--- config.mk ---
export PLATFORM = sky130hd
export DESIGN_NAME = matvec_sequencer
export DESIGN_NICKNAME = d
export VERILOG_FILES = /design/src/rtl/matvec_sequencer_pkg.sv /design/src/rtl/matvec_sequencer_seq_counter.sv /design/src/rtl/matvec_sequencer.sv
export SDC_FILE = /design/constraint.sdc
export NUM_CORES = 1
export LEC_CHECK = 0
export ABC_AREA = 0
export ABC_CLOCK_PERIOD_IN_PS = 4700
export CAP_MARGIN = 30
export CORE_ASPECT_RATIO = 0.6
export CORE_UTILIZATION = 52
export CTS_CLUSTER_DIAMETER = 50
export CTS_CLUSTER_SIZE = 10
export DETAILED_ROUTE_END_ITERATION = 10
export GPL_ROUTABILITY_DRIVEN = 1
export PLACE_DENSITY = 0.85
export SLEW_MARGIN = 0
export SYNTH_ARGS = -nofsm -noshare
export SYNTH_HDL_FRONTEND = slang
export SYNTH_HIERARCHICAL = 1
export SYNTH_SLANG_ARGS = --single-unit
--- constraint.sdc ---
create_clock -name clk -period 4.7 [get_ports clk]
set_clock_uncertainty 0.05 [all_clocks]
set_input_delay 1.41 -clock clk [delete_from_list [all_inputs] [get_ports clk]]
set_output_delay 1.41 -clock clk [all_outputs]
set_load 0.01 [all_outputs]
--- src/rtl/matvec_sequencer_pkg.sv ---
// Shared definitions for the matrix-vector multiply sequencer: FSM states,
// control bundle driven toward the datapath, and width helpers.
package matvec_sequencer_pkg;

  localparam int unsigned NUM_PROC_MAX = 256;
  localparam int unsigned PROC_IDX_W   = $clog2(NUM_PROC_MAX);

  typedef enum logic [2:0] {
    ST_IDLE,
    ST_FLUSH,
    ST_CLEAR,
    ST_ACCUM,
    ST_DRAIN,
    ST_DONE
  } state_e;

  typedef struct packed {
    logic                  rst_fifo_in;
    logic                  rst_fifo_out;
    logic                  rst_processor;
    logic                  pop_a_v;
    logic                  push_result;
    logic [PROC_IDX_W-1:0] processor_number;
  } matvec_ctrl_signals_t;

  // Index width for a set of `count` items, never narrower than one bit.
  function automatic int unsigned idx_width(input int unsigned count);
    return (count > 1) ? $clog2(count) : 1;
  endfunction

endpackage

--- src/rtl/matvec_sequencer_seq_counter.sv ---
// Up-counter with synchronous clear (dominant over enable) and async
// active-low reset; used for column, drain and pass tracking.
module seq_counter #(
  parameter int unsigned WIDTH = 4
) (
  input  logic             clk,
  input  logic             reset,
  input  logic             enable,
  input  logic             sync_clear,
  output logic [WIDTH-1:0] count
);

  logic [WIDTH-1:0] count_q;
  logic [WIDTH-1:0] count_d;

  always_comb begin
    count_d = count_q;
    if (sync_clear) begin
      count_d = '0;
    end else if (enable) begin
      count_d = count_q + WIDTH'(1);
    end
  end

  always_ff @(posedge clk or negedge reset) begin
    if (!reset) begin
      count_q <= '0;
    end else begin
      count_q <= count_d;
    end
  end

  assign count = count_q;

endmodule

--- src/rtl/matvec_sequencer.sv ---
// Control FSM for the matrix-vector multiply datapath: walks an n x n matrix
// in passes of up to NUM_PROC rows, with FIFO stalls, abort and size checking.
module matvec_sequencer
  import matvec_sequencer_pkg::*;
#(
  parameter  int unsigned NUM_PROC = 4,
  parameter  int unsigned N_MAX    = 16,
  localparam int unsigned NW       = $clog2(N_MAX + 1),
  localparam int unsigned PW       = idx_width(NUM_PROC)
) (
  input  logic          clk,
  input  logic          reset,
  input  logic          start,
  input  logic          abort,
  input  logic [NW-1:0] n,
  input  logic          fifo_in_empty,
  input  logic          fifo_out_full,
  output logic          busy,
  output logic          done,
  output logic          error,
  output logic          rst_fifo_in,
  output logic          rst_fifo_out,
  output logic          rst_processor,
  output logic          pop_a_v,
  output logic          push_result,
  output logic [PW-1:0] processor_number,
  output logic [NW-1:0] pass_index
);

  // Wide enough for n_q and pass*NUM_PROC without overflow.
  localparam int unsigned CW = NW + PW + 1;

  state_e              state_q, state_d;
  logic [NW-1:0]       n_q, n_d;
  logic                error_q, error_d;
  matvec_ctrl_signals_t ctrl_c;

  logic [NW-1:0] col_cnt;
  logic [PW-1:0] drain_cnt;
  logic [NW-1:0] pass_cnt;

  logic [CW-1:0] rows_left;
  logic [CW-1:0] rows_this_pass;
  logic          final_pass;
  logic          pop_c;
  logic          push_c;
  logic          last_pop;
  logic          last_push;
  logic          n_legal;

  assign rows_left      = CW'(n_q) - (CW'(pass_cnt) * CW'(NUM_PROC));
  assign rows_this_pass = (rows_left < CW'(NUM_PROC)) ? rows_left : CW'(NUM_PROC);
  assign final_pass     = (rows_left <= CW'(NUM_PROC));
  assign n_legal        = (n != '0) && (n <= NW'(N_MAX));

  assign pop_c     = (state_q == ST_ACCUM) && !fifo_in_empty;
  assign push_c    = (state_q == ST_DRAIN) && !fifo_out_full;
  assign last_pop  = pop_c && (col_cnt == (n_q - NW'(1)));
  // Full-width compare keeps the terminal check independent of PW.
  assign last_push = push_c &&
                     (ctrl_c.processor_number == PROC_IDX_W'(rows_this_pass - CW'(1)));

  // Next-state, job-size latch and error pulse.
  always_comb begin
    state_d = state_q;
    n_d     = n_q;
    error_d = 1'b0;
    unique case (state_q)
      ST_IDLE: begin
        if (start) begin
          if (n_legal) begin
            n_d     = n;
            state_d = ST_FLUSH;
          end else begin
            error_d = 1'b1;
          end
        end
      end
      ST_FLUSH: state_d = ST_CLEAR;
      ST_CLEAR: state_d = ST_ACCUM;
      ST_ACCUM: begin
        if (last_pop) state_d = ST_DRAIN;
      end
      ST_DRAIN: begin
        if (last_push) state_d = final_pass ? ST_DONE : ST_CLEAR;
      end
      ST_DONE:  state_d = ST_IDLE;
      default:  state_d = ST_IDLE;
    endcase
    if (abort && (state_q != ST_IDLE)) begin
      state_d = ST_IDLE;
    end
  end

  // Moore control decode, with FIFO flags gating pop/push.
  always_comb begin
    ctrl_c = '0;
    unique case (state_q)
      ST_IDLE:  ctrl_c.rst_processor = 1'b1;
      ST_FLUSH: begin
        ctrl_c.rst_fifo_out  = 1'b1;
        ctrl_c.rst_processor = 1'b1;
      end
      ST_CLEAR: ctrl_c.rst_processor = 1'b1;
      ST_ACCUM: ctrl_c.pop_a_v = pop_c;
      ST_DRAIN: begin
        ctrl_c.push_result      = push_c;
        ctrl_c.processor_number = PROC_IDX_W'(drain_cnt);
      end
      ST_DONE:  ctrl_c.rst_fifo_in = 1'b1;
      default:  ctrl_c = '0;
    endcase
  end

  always_ff @(posedge clk or negedge reset) begin
    if (!reset) begin
      state_q <= ST_IDLE;
      n_q     <= '0;
      error_q <= 1'b0;
    end else begin
      state_q <= state_d;
      n_q     <= n_d;
      error_q <= error_d;
    end
  end

  seq_counter #(.WIDTH(NW)) u_col_cnt (
    .clk        (clk),
    .reset      (reset),
    .enable     (pop_c),
    .sync_clear (state_d != ST_ACCUM),
    .count      (col_cnt)
  );

  seq_counter #(.WIDTH(PW)) u_drain_cnt (
    .clk        (clk),
    .reset      (reset),
    .enable     (push_c),
    .sync_clear (state_d != ST_DRAIN),
    .count      (drain_cnt)
  );

  seq_counter #(.WIDTH(NW)) u_pass_cnt (
    .clk        (clk),
    .reset      (reset),
    .enable     (last_push && !final_pass),
    .sync_clear (state_d == ST_IDLE),
    .count      (pass_cnt)
  );

  assign busy             = (state_q != ST_IDLE);
  assign done             = (state_q == ST_DONE);
  assign error            = error_q;
  assign rst_fifo_in      = ctrl_c.rst_fifo_in;
  assign rst_fifo_out     = ctrl_c.rst_fifo_out;
  assign rst_processor    = ctrl_c.rst_processor;
  assign pop_a_v          = ctrl_c.pop_a_v;
  assign push_result      = ctrl_c.push_result;
  assign processor_number = PW'(ctrl_c.processor_number);
  assign pass_index       = pass_cnt;

endmodule
==> flow_summary.json <==
{
  "synth_cells": 146,
  "critPathLaunchType": "input pin",
  "min_from": "n_q[4]$_DFFE_PN0P_",
  "drv_cap": 0,
  "num_vias": 1171,
  "coreArea_sq_um": 2590,
  "grt_pass1_vias": 1104,
  "netlist_area_sq_um": 1480,
  "viasPerCell": 5.77,
  "io_pins": 26,
  "initial_utilization_pct": 57.0,
  "ys_seq_elements": 21,
  "crit_required_ns": 3.24,
  "critPathMaxFanout": 4,
  "cp-end-kind": "output port",
  "post-route-min-period_ns": 4.17,
  "hold_path.class": "register to register",
  "syn-num-nets": 166,
  "dp_hpwl_um": 2500,
  "cts_root_buf": "clkbuf_8",
  "insertedDiodeCount": 0,
  "slowest_delay_ns": 0.59,
  "clk_latency_ns": 0.26,
  "cts_buffer_depth": 2,
  "grt_pass1_wl_um": 5190,
  "synth_seq_area_share_pct": 35.5,
  "post_drt_wl_per_cell_um": 15.7,
  "nNetsFinal": 192,
  "tns_ns": 0,
  "crit_arrival_ns": 2.71,
  "pre_cts_slack_ns": 0.539,
  "ys_types": 47,
  "die_h_um": 43.3,
  "grt_overflow": 0,
  "drv_slew": 0,
  "status": "finished, final reports clean",
  "grt_max_degree": 22,
  "stdcell_count": 203,
  "cts_hold_buf": 0,
  "yosysWarnings": 6,
  "drive_gt1_share_pct": 11.7,
  "syn2layout_area_growth_pct": 22.6,
  "setup_viol": 0,
  "die_w_um": 70.9,
  "drc": 0,
  "r2r_start": "n_q[2]$_DFFE_PN0P_",
  "grt_usage_pct": 22.7,
  "dieArea_sq_um": 3070,
  "ant_nets": 0,
  "hold_viol": 0,
  "floorplan.rows": 14,
  "worst_slew_pin_slew_ns": 0.412,
  "place_congestion": 0.823,
  "dpl.cell_count": 198,
  "htreeDepth": 1,
  "worst_slack_ns": 0.533,
  "cts_tree": "done",
  "n_fill_cell": 199,
  "synth.avg_cell_area_sq_um": 10.1,
  "path_cells": "clkdlybuf4s50_1, nor2_1, clkdlybuf4s50_1",
  "critPathKind": "input pin to output port",
  "cts_buffers": 3,
  "cts_resized": 0,
  "p_total_uw": 524,
  "crit_slowest_cell": "clkdlybuf4s50_1",
  "drt-initial-drc-count": 46,
  "critPathBufInv": 2,
  "p_per_area_nw_per_um2": 289,
  "clkSinkCount": 21,
  "relSlewSlack_pct": 72.5,
  "rsz0062_at_grt": "false",
  "ir_worst_vdd_v": 0.000209,
  "p_leak_uw": 0.000777,
  "io_buffers": 25,
  "cp_top_family": "buffers and inverters",
  "dr.pass1.iters": 8,
  "startpoint": "fifo_out_full",
  "clkTransAtPathRegs_ns": 0.08,
  "cp_common_cell": "clkdlybuf4s50_1",
  "fmax_ghz": 0.240,
  "post_cts_buffers": 0,
  "totalWireLength_um": 3190,
  "finalCritPeriodShare_pct": 88.7,
  "antenna_found_initial": 0
}
## sequential cells by signal, indices dropped and copies added, names as in the netlist
signal and count:
u_pass_cnt/count 5, n_q 5, error 1, u_drain_cnt/count 2, state_q 3, u_col_cnt/count 5
## worst register-to-register path, cell delays in order (launching register included)
cell      delay, ns
dfrtp_1        0.44
inv_1          0.12
ha_1           0.17
inv_1          0.06
fa_1           0.39
or3b_1         0.39
a221oi_2       0.37
and2_1         0.20
nand2_1        0.06
ha_1           0.32
xnor2_1        0.14
nor3_2         0.18
and3b_1        0.41
nand4_1        0.19
mux2_4         0.33
## Yosys cell counts (all sizes together)
library cell / count / area (sq um)
dfrtp: 21 / 526
nor2: 14 / 52.6
nand2: 11 / 41.3
mux2: 9 / 128
xnor2: 9 / 78.8
ha: 8 / 100
buf: 6 / 37.5
inv: 6 / 22.5
a21oi: 5 / 28.8
nand4: 4 / 25.0
nor2b: 4 / 25.0
o21ai: 4 / 23.8
a21bo: 3 / 30.0
mux2i: 3 / 30.0
nand2b: 3 / 18.8
nand3b: 3 / 22.5
nor3: 3 / 20.0
and2: 2 / 12.5
and3: 2 / 12.5
and3b: 2 / 17.5
nor3b: 2 / 15.0
nor4: 2 / 12.5
or2: 2 / 12.5
or3: 2 / 17.5
xor2: 2 / 17.5
a2111o: 1 / 11.3
a221oi: 1 / 15.0
a41o: 1 / 10.0
and4b: 1 / 10.0
and4bb: 1 / 12.5
fa: 1 / 20.0
nand3: 1 / 5.00
o2111ai: 1 / 8.76
o21bai: 1 / 7.51
o221a: 1 / 11.3
o22ai: 1 / 6.26
o2bb2ai: 1 / 8.76
o311ai: 1 / 16.3
or3b: 1 / 8.76
## power by group
group	switching, uW	total [uW]	internal [uW]
combinational	84.2	180	95.8
sequential	28.9	226	197
clock	58.2	117	59.0
total	171	524	352
## placed cells by master (no fill, tap or decap), drive strengths merged, types with 2 or more instances in the layout
master	n
nor3b	2
mux2i	3
nor4	2
or3	2
nand2	11
nor2b	4
mux2	9
ha	8
nand2b	3
a21bo	3
nor2	14
inv	6
a21oi	5
nand4	4
clkbuf	3
buf	2
and2	2
o21ai	4
xnor2	9
nand3b	3
clkdlybuf4s50	25
xor2	2
dfrtp	21
and3	2
nor3	3
and3b	2
or2	2
## layer usage
metal / global-route usage (%) / wire length (um)
met5: 0 / 0
met4: 6.40 / 51
met3: 6.18 / 147
met2: 37.3 / 1460
met1: 30.0 / 1540
## final cells by class
type	count	area, sq um	share of cell area (%)
clock inverters	1	5.00	0.276
clock buffers	3	41.3	2.28
repair buffers	27	285	15.7
well taps	32	40.0	2.21
multi-input cells	113	893	49.3
flip-flops and latches	21	526	29.0
inverters	6	22.5	1.24
## cells by family after synthesis
group                    share of synthesized area (%)
AO/OA/AOI/OAI                                     12.0
adder cells (fa/ha/maj)                           8.12
flip-flops                                        35.5
multiplexers                                      10.7
AND/OR/NAND/NOR                                   23.1
buffers and inverters                             4.06
XOR/XNOR                                          6.51
## final timing paths
kind	endpoint	slack [ns]	cells past startpoint
max in group asynchronous	u_drain_cnt/count[0]$_DFFE_PN0P_	2.93	2
worst min register to register	n_q[4]$_DFFE_PN0P_	0.55	1
worst min-delay path	n_q[4]$_DFFE_PN0P_	0.55	1
worst max register to register	u_pass_cnt/count[4]$_DFFE_PN0P_	0.77	14
min in group asynchronous	u_pass_cnt/count[1]$_DFFE_PN0P_	1.30	1
worst max-delay path	push_result	0.53	3
## through the flow
stage | utilization [%] | instance area (sq um) | hold slack [ns]
2_1_floorplan | - | 1480 | 0.479
3_3_place_gp | 67.1 | 1740 | 0.524
3_5_place_dp | 67.1 | 1740 | 0.542
4_1_cts | 68.9 | 1790 | 0.560
5_1_grt | 69.9 | 1810 | 0.584
6_report | 69.9 | 1810 | 0.555
(Power assumes the default switching activity.)
